**config.mk**
```make
export PLATFORM = sky130hd
export DESIGN_NAME = ssd_display_scheduler
export DESIGN_NICKNAME = d
export VERILOG_FILES = /design/src/rtl/ssd_pkg.sv /design/src/rtl/bin2bcd_seq.sv /design/src/rtl/ssd_display_scheduler.sv
export SDC_FILE = /design/constraint.sdc
export NUM_CORES = 1
export LEC_CHECK = 0
export ABC_AREA = 1
export BUFFER_PORTS_ARGS = -buffer_cell sky130_fd_sc_hd__buf_2
export CAP_MARGIN = 20
export CORE_MARGIN = 5
export CORE_UTILIZATION = 30
export CTS_BUF_LIST = sky130_fd_sc_hd__clkbuf_4 sky130_fd_sc_hd__clkbuf_8 sky130_fd_sc_hd__clkbuf_16
export DETAILED_ROUTE_END_ITERATION = 8
export SETUP_SLACK_MARGIN = 0.05
export SLEW_MARGIN = 20
export SYNTH_ARGS = -nofsm -noshare
export SYNTH_HDL_FRONTEND = slang
export SYNTH_SLANG_ARGS = --single-unit
```
**constraint.sdc**
```tcl
create_clock -name clk -period 2.55 [get_ports clk]
set_input_delay 0.3825 -clock clk [delete_from_list [all_inputs] [get_ports clk]]
set_output_delay 0.3825 -clock clk [all_outputs]
set_load 0.03 [all_outputs]
```
**src/rtl/ssd_pkg.sv**
```systemverilog
// ssd_pkg: shared encodings for the seven-segment display scheduler.
package ssd_pkg;
  localparam int DIGIT_COUNT = 8;
  localparam int BCD_CYCLES = 16;
  typedef enum logic [1:0] {S_IDLE, S_CONVERT, S_COMMIT} state_t;
  localparam logic [7:0] ANODE [DIGIT_COUNT] = '{
    8'b0111_1111, 8'b1011_1111, 8'b1101_1111, 8'b1110_1111,
    8'b1111_0111, 8'b1111_1011, 8'b1111_1101, 8'b1111_1110
  };
  localparam logic [6:0] SEG_BLANK = 7'b111_1111;
  function automatic logic [6:0] seg_of(input logic [3:0] d);
    case (d)
      4'd1: return 7'b100_1111;
      4'd2: return 7'b001_0010;
      4'd3: return 7'b000_0110;
      4'd4: return 7'b100_1100;
      4'd5: return 7'b010_0100;
      4'd6: return 7'b010_0000;
      4'd7: return 7'b000_1111;
      4'd8: return 7'b000_0000;
      4'd9: return 7'b000_0100;
      default: return 7'b000_0001;
    endcase
  endfunction
  function automatic logic [7:0] split10(input logic [3:0] v);
    return (v >= 4'd10) ? {4'd1, v - 4'd10} : {4'd0, v};
  endfunction
endpackage

```
**src/rtl/bin2bcd_seq.sv**
```systemverilog
// bin2bcd_seq: 16-cycle shift-add-3 conversion of a 14-bit value into four BCD nibbles.
module bin2bcd_seq
  import ssd_pkg::*;
(
  input  logic        clk,
  input  logic        rst_n,
  input  logic        start,
  input  logic [13:0] bin,
  output logic        done,
  output logic [15:0] bcd
);
  logic [15:0] r_sh;
  logic [15:0] r_bcd;
  logic [3:0]  r_cnt;
  logic        r_run;
  logic        r_done;
  logic [15:0] w_adj;
  for (genvar g = 0; g < 4; g++) begin : g_adj
    assign w_adj[4*g+:4] = (r_bcd[4*g+:4] >= 4'd5) ? r_bcd[4*g+:4] + 4'd3 : r_bcd[4*g+:4];
  end
  always_ff @(posedge clk) begin
    if (!rst_n) begin
      r_sh <= '0;
      r_bcd <= '0;
      r_cnt <= '0;
      r_run <= 1'b0;
      r_done <= 1'b0;
    end else begin
      r_done <= 1'b0;
      if (start) begin
        r_sh <= {2'b00, bin};
        r_bcd <= '0;
        r_cnt <= '0;
        r_run <= 1'b1;
      end else if (r_run) begin
        r_bcd <= 16'({w_adj, r_sh[15]});
        r_sh <= {r_sh[14:0], 1'b0};
        r_cnt <= r_cnt + 4'd1;
        if (r_cnt == 4'(BCD_CYCLES - 1)) begin
          r_run <= 1'b0;
          r_done <= 1'b1;
        end
      end
    end
  end
  assign done = r_done;
  assign bcd = r_bcd;
endmodule

```
**src/rtl/ssd_display_scheduler.sv**
```systemverilog
// ssd_display_scheduler: captures score/power/angle, converts to BCD, commits atomically
// and multiplexes the eight active-low digits.
module ssd_display_scheduler
  import ssd_pkg::*;
#(
  parameter int REFRESH_BITS = 18,
  parameter int SCORE_MAX = 9999
) (
  input  logic        clk,
  input  logic        rst_n,
  input  logic [15:0] score_in,
  input  logic [3:0]  power_in,
  input  logic [3:0]  angle_in,
  input  logic        update_req,
  input  logic        blank_en,
  output logic        busy,
  output logic        update_ack,
  output logic [7:0]  anode,
  output logic [6:0]  ssd_out
);
  state_t                  r_state;
  logic                    r_pending;
  logic                    r_busy;
  logic                    r_ack;
  logic [3:0]              r_pow;
  logic [3:0]              r_ang;
  logic [3:0]              r_dig [DIGIT_COUNT];
  logic [REFRESH_BITS-1:0] r_pre;
  logic [2:0]              r_idx;
  logic [7:0]              r_anode;
  logic [6:0]              r_seg;
  logic                    w_start;
  logic [13:0]             w_bin;
  logic                    w_done;
  logic [15:0]             w_bcd;
  logic [3:0]              w_cur;
  logic [2:0]              w_z;
  logic [3:0]              w_lz;
  logic                    w_blank;
  assign w_start = (r_state == S_IDLE) && (update_req || r_pending);
  assign w_bin = (score_in > 16'(SCORE_MAX)) ? 14'(SCORE_MAX) : score_in[13:0];
  bin2bcd_seq u_bcd (
    .clk   (clk),
    .rst_n (rst_n),
    .start (w_start),
    .bin   (w_bin),
    .done  (w_done),
    .bcd   (w_bcd)
  );
  // Conversion finishes into the sub-module; digits only change on the done edge.
  always_ff @(posedge clk) begin
    if (!rst_n) begin
      r_state <= S_IDLE;
      r_pending <= 1'b0;
      r_busy <= 1'b0;
      r_ack <= 1'b0;
      r_pow <= '0;
      r_ang <= '0;
      for (int i = 0; i < DIGIT_COUNT; i++) r_dig[i] <= '0;
    end else begin
      r_ack <= 1'b0;
      case (r_state)
        S_IDLE: if (w_start) begin
          r_pow <= power_in;
          r_ang <= angle_in;
          r_pending <= 1'b0;
          r_busy <= 1'b1;
          r_state <= S_CONVERT;
        end
        S_CONVERT: begin
          if (update_req) r_pending <= 1'b1;
          if (w_done) begin
            r_dig[0] <= w_bcd[15:12];
            r_dig[1] <= w_bcd[11:8];
            r_dig[2] <= w_bcd[7:4];
            r_dig[3] <= w_bcd[3:0];
            {r_dig[4], r_dig[5]} <= split10(r_pow);
            {r_dig[6], r_dig[7]} <= split10(r_ang);
            r_ack <= 1'b1;
            r_state <= S_COMMIT;
          end
        end
        default: begin
          if (update_req) r_pending <= 1'b1;
          r_busy <= 1'b0;
          r_state <= S_IDLE;
        end
      endcase
    end
  end
  assign w_cur = r_dig[r_idx];
  assign w_z = {r_dig[2] == 4'd0, r_dig[1] == 4'd0, r_dig[0] == 4'd0};
  assign w_lz = {1'b0, &w_z, &w_z[1:0], w_z[0]};
  assign w_blank = (blank_en && !r_idx[2] && w_lz[r_idx[1:0]]) ||
                   ((r_idx == 3'd4 || r_idx == 3'd6) && w_cur == 4'd0);
  always_ff @(posedge clk) begin
    if (!rst_n) begin
      r_pre <= '0;
      r_idx <= '0;
      r_anode <= 8'hFF;
      r_seg <= SEG_BLANK;
    end else begin
      r_pre <= r_pre + 1'b1;
      if (&r_pre) r_idx <= r_idx + 3'd1;
      r_anode <= ANODE[r_idx];
      r_seg <= w_blank ? SEG_BLANK : seg_of(w_cur);
    end
  end
  assign busy = r_busy;
  assign update_ack = r_ack;
  assign anode = r_anode;
  assign ssd_out = r_seg;
endmodule
```
==> out/metrics.cfg <==
[final_layout]
drive_gt1_share_pct=15.22
final_common_cell=nand2_1
num_antenna_cells=0
fin_nets=800
area_delta_synth_final_pct=19.61
utilization_pct=36.44
layout_common_cells=126 x nand2_1, 113 x dfxtp_1, 89 x inv_1

[timing]
setup_viol=0
finalHoldViolCount=0
rsz0062_at_grt=no
max_freq_mhz=532.1
min_period_over_period_pct=73.70
finalMaxSlewViolations=0
hold_slack_ps=229.5
worstMarginPinSlew_ps=404.9
period_needed_ps=1879
finClkSkew_ps=12.66
tns_ps=0
slew_headroom_pct=72.98

[drt]
dr_total_vias=4442
drt_iter0_markers=161
drc=0
final_antenna_net_count=0
dr.pass1.iters=4
wire_per_inst_um=11.13
viasPerCell=4.501
drt_wl_total_um=10990

[outcome]
status=finished clean

[setup_path]
end_kind=flip-flop
crit_fanout=14
cp_data_arrival_time_ps=2230
crit_type=flip-flop to flip-flop
crit_required_ps=2900
critPathLaunchType=flip-flop

[placed_design]
place_congestion=0.8530
hpwl_um=7972
io_buffers=44

[logic_synthesis]
yosysWarnings=0
synth-simple-area-share_pct=21.26
avgSynthCellArea_sq_um=7.422
synth-edff-count=0
yosysUniqueCellTypes=43
syn_inst=705
yosys.area_share.xor_xnor_pct=1.674
synth_top_family_by_area=simple AND/OR/NAND/NOR gates
synthAdderAreaFrac_pct=5.022
synth_compound_gate_area_share_pct=18.89
async_flop_share_pct=0
ys.flop_type=dfxtp_1
yosysSeqAreaShare_pct=43.23
syn-num-nets=754
synthMuxAreaShare_pct=0
synthesis.area_sq_um=5233
synth-seq-cells=113

[cts]
clockRootBuffer=clkbuf_16
cts_buffers=17
cts_hold_buffers=0
cts_resized=0
clk-insertion-delay-late_ps=420
h-tree-depth=4
clkSinkCount=113
cts_setup_buffers=0
cts_tree=built
clkTransAtPathRegs_ps=50
cts_buffer_depth=2

[grt]
grt-ovfl-total=0
busiest_layer=met2
first_global_vias=4227
use_met3_pct=3.192
antenna_found_initial=0
grt_pass1_wl_um=19220
use_met2_pct=18.11
grt_usage_pct=11.62
grt_max_degree=40
met1_usage_pct=15.05

[floorplan]
core_area_sq_um=17180
ioPinCount=45
die-area_sq_um=20180
dieWidth_um=142.1
die_h_um=142.1
rows=48
initial_core_util_pct=30.46

[pwr]
power_density_nw_per_um2=712.9
irDropWorstVdd_v=0.0004347
total_power_uw=4462
power.leakage_uw=0.002662

[job]
max_cap_violations=0

[worst_hold_path]
hold_class=input port to flip-flop

area by class of cell:
class / count / area, sq um
Fill cell: 1846 / 10920
Multi-Input combinational cell: 463 / 2454
Sequential cell: 113 / 2262
Clock buffer: 24 / 503.0
Inverter: 102 / 382.9
Timing Repair Buffer: 54 / 295.3
Tap cell: 225 / 281.5
Clock inverter: 6 / 80.08
final timing paths:
path	start	endpoint	slack, ps	cells after the start
setup / recovery	r_idx[0]	ssd_out[0]	670	10
hold / removal	score_in[11]	u_bcd.r_sh[11]	230	3
setup reg to reg	r_idx[0]	ssd_out[0]	670	10
hold reg to reg	u_bcd.bcd[3]	u_bcd.bcd[3]	460	2
routing by layer:
layer  routed length [um]  part of all wire [%]
met2                 4892                    45
met3                  437                   4.0
met1                 5502                    50
met5                    0                     0
met4                  156                   1.4
where the power goes:
part | internal (uW) | leakage, uW | switching, uW | total, uW
clock | 1550 | 0.000296 | 766 | 2320
combinational | 97.4 | 0.00145 | 180 | 278
sequential | 1830 | 0.000920 | 38.0 | 1870
per-stage QoR:
stage                     worst slack (ps)  cells  area (sq um)
after floorplan                      803.2    705          5233
after global placement               729.5    957          5675
after detailed placement             664.8    957          5675
after CTS                            654.5    987          6259
after global routing                 489.4    987          6259
final                                670.6    987          6259
state kept, by name (all words and copies together), names as in the netlist, 7 cells and up:
| register | cells |
|---|---|
| u_bcd.r_sh | 16 |
| r_dig | 26 |
| u_bcd.bcd | 16 |
| ssd_out | 7 |
| r_pre | 18 |
| anode | 8 |
critical path, stage by stage, from the launching register on:
cell	delay, ps
dfxtp_1	350
buf_4	220
nand2_1	70
nand3_1	80
nand2_1	80
a21oi_2	220
ha_1	200
inv_1	50
nor3_1	330
a21oi_4	140
nand2_1	80
Yosys cell counts, types with 8 or more instances:
library cell | n | area share (%)
nor2_1 | 42 | 3.0
o221ai_1 | 8 | 1.3
clkbuf_1 | 12 | 0.86
nand3_1 | 39 | 3.7
dfxtp_1 | 113 | 43
nand2_1 | 126 | 9.0
buf_2 | 10 | 0.96
nor3_1 | 11 | 1.1
ha_1 | 21 | 5.0
inv_2 | 11 | 0.79
o21ai_1 | 12 | 1.1
xor2_1 | 8 | 1.3
inv_1 | 89 | 6.4
a21oi_1 | 78 | 7.5
o21ai_0 | 74 | 7.1
kinds of logic after synthesis:
family | count (synthesis)
adder cells (fa/ha/maj) | 21
XOR/XNOR | 10
AND/OR/NAND/NOR | 248
buffers and inverters | 129
AO/OA/AOI/OAI | 184
flip-flops | 113
Note: power is estimated with default switching activity, not from simulation.
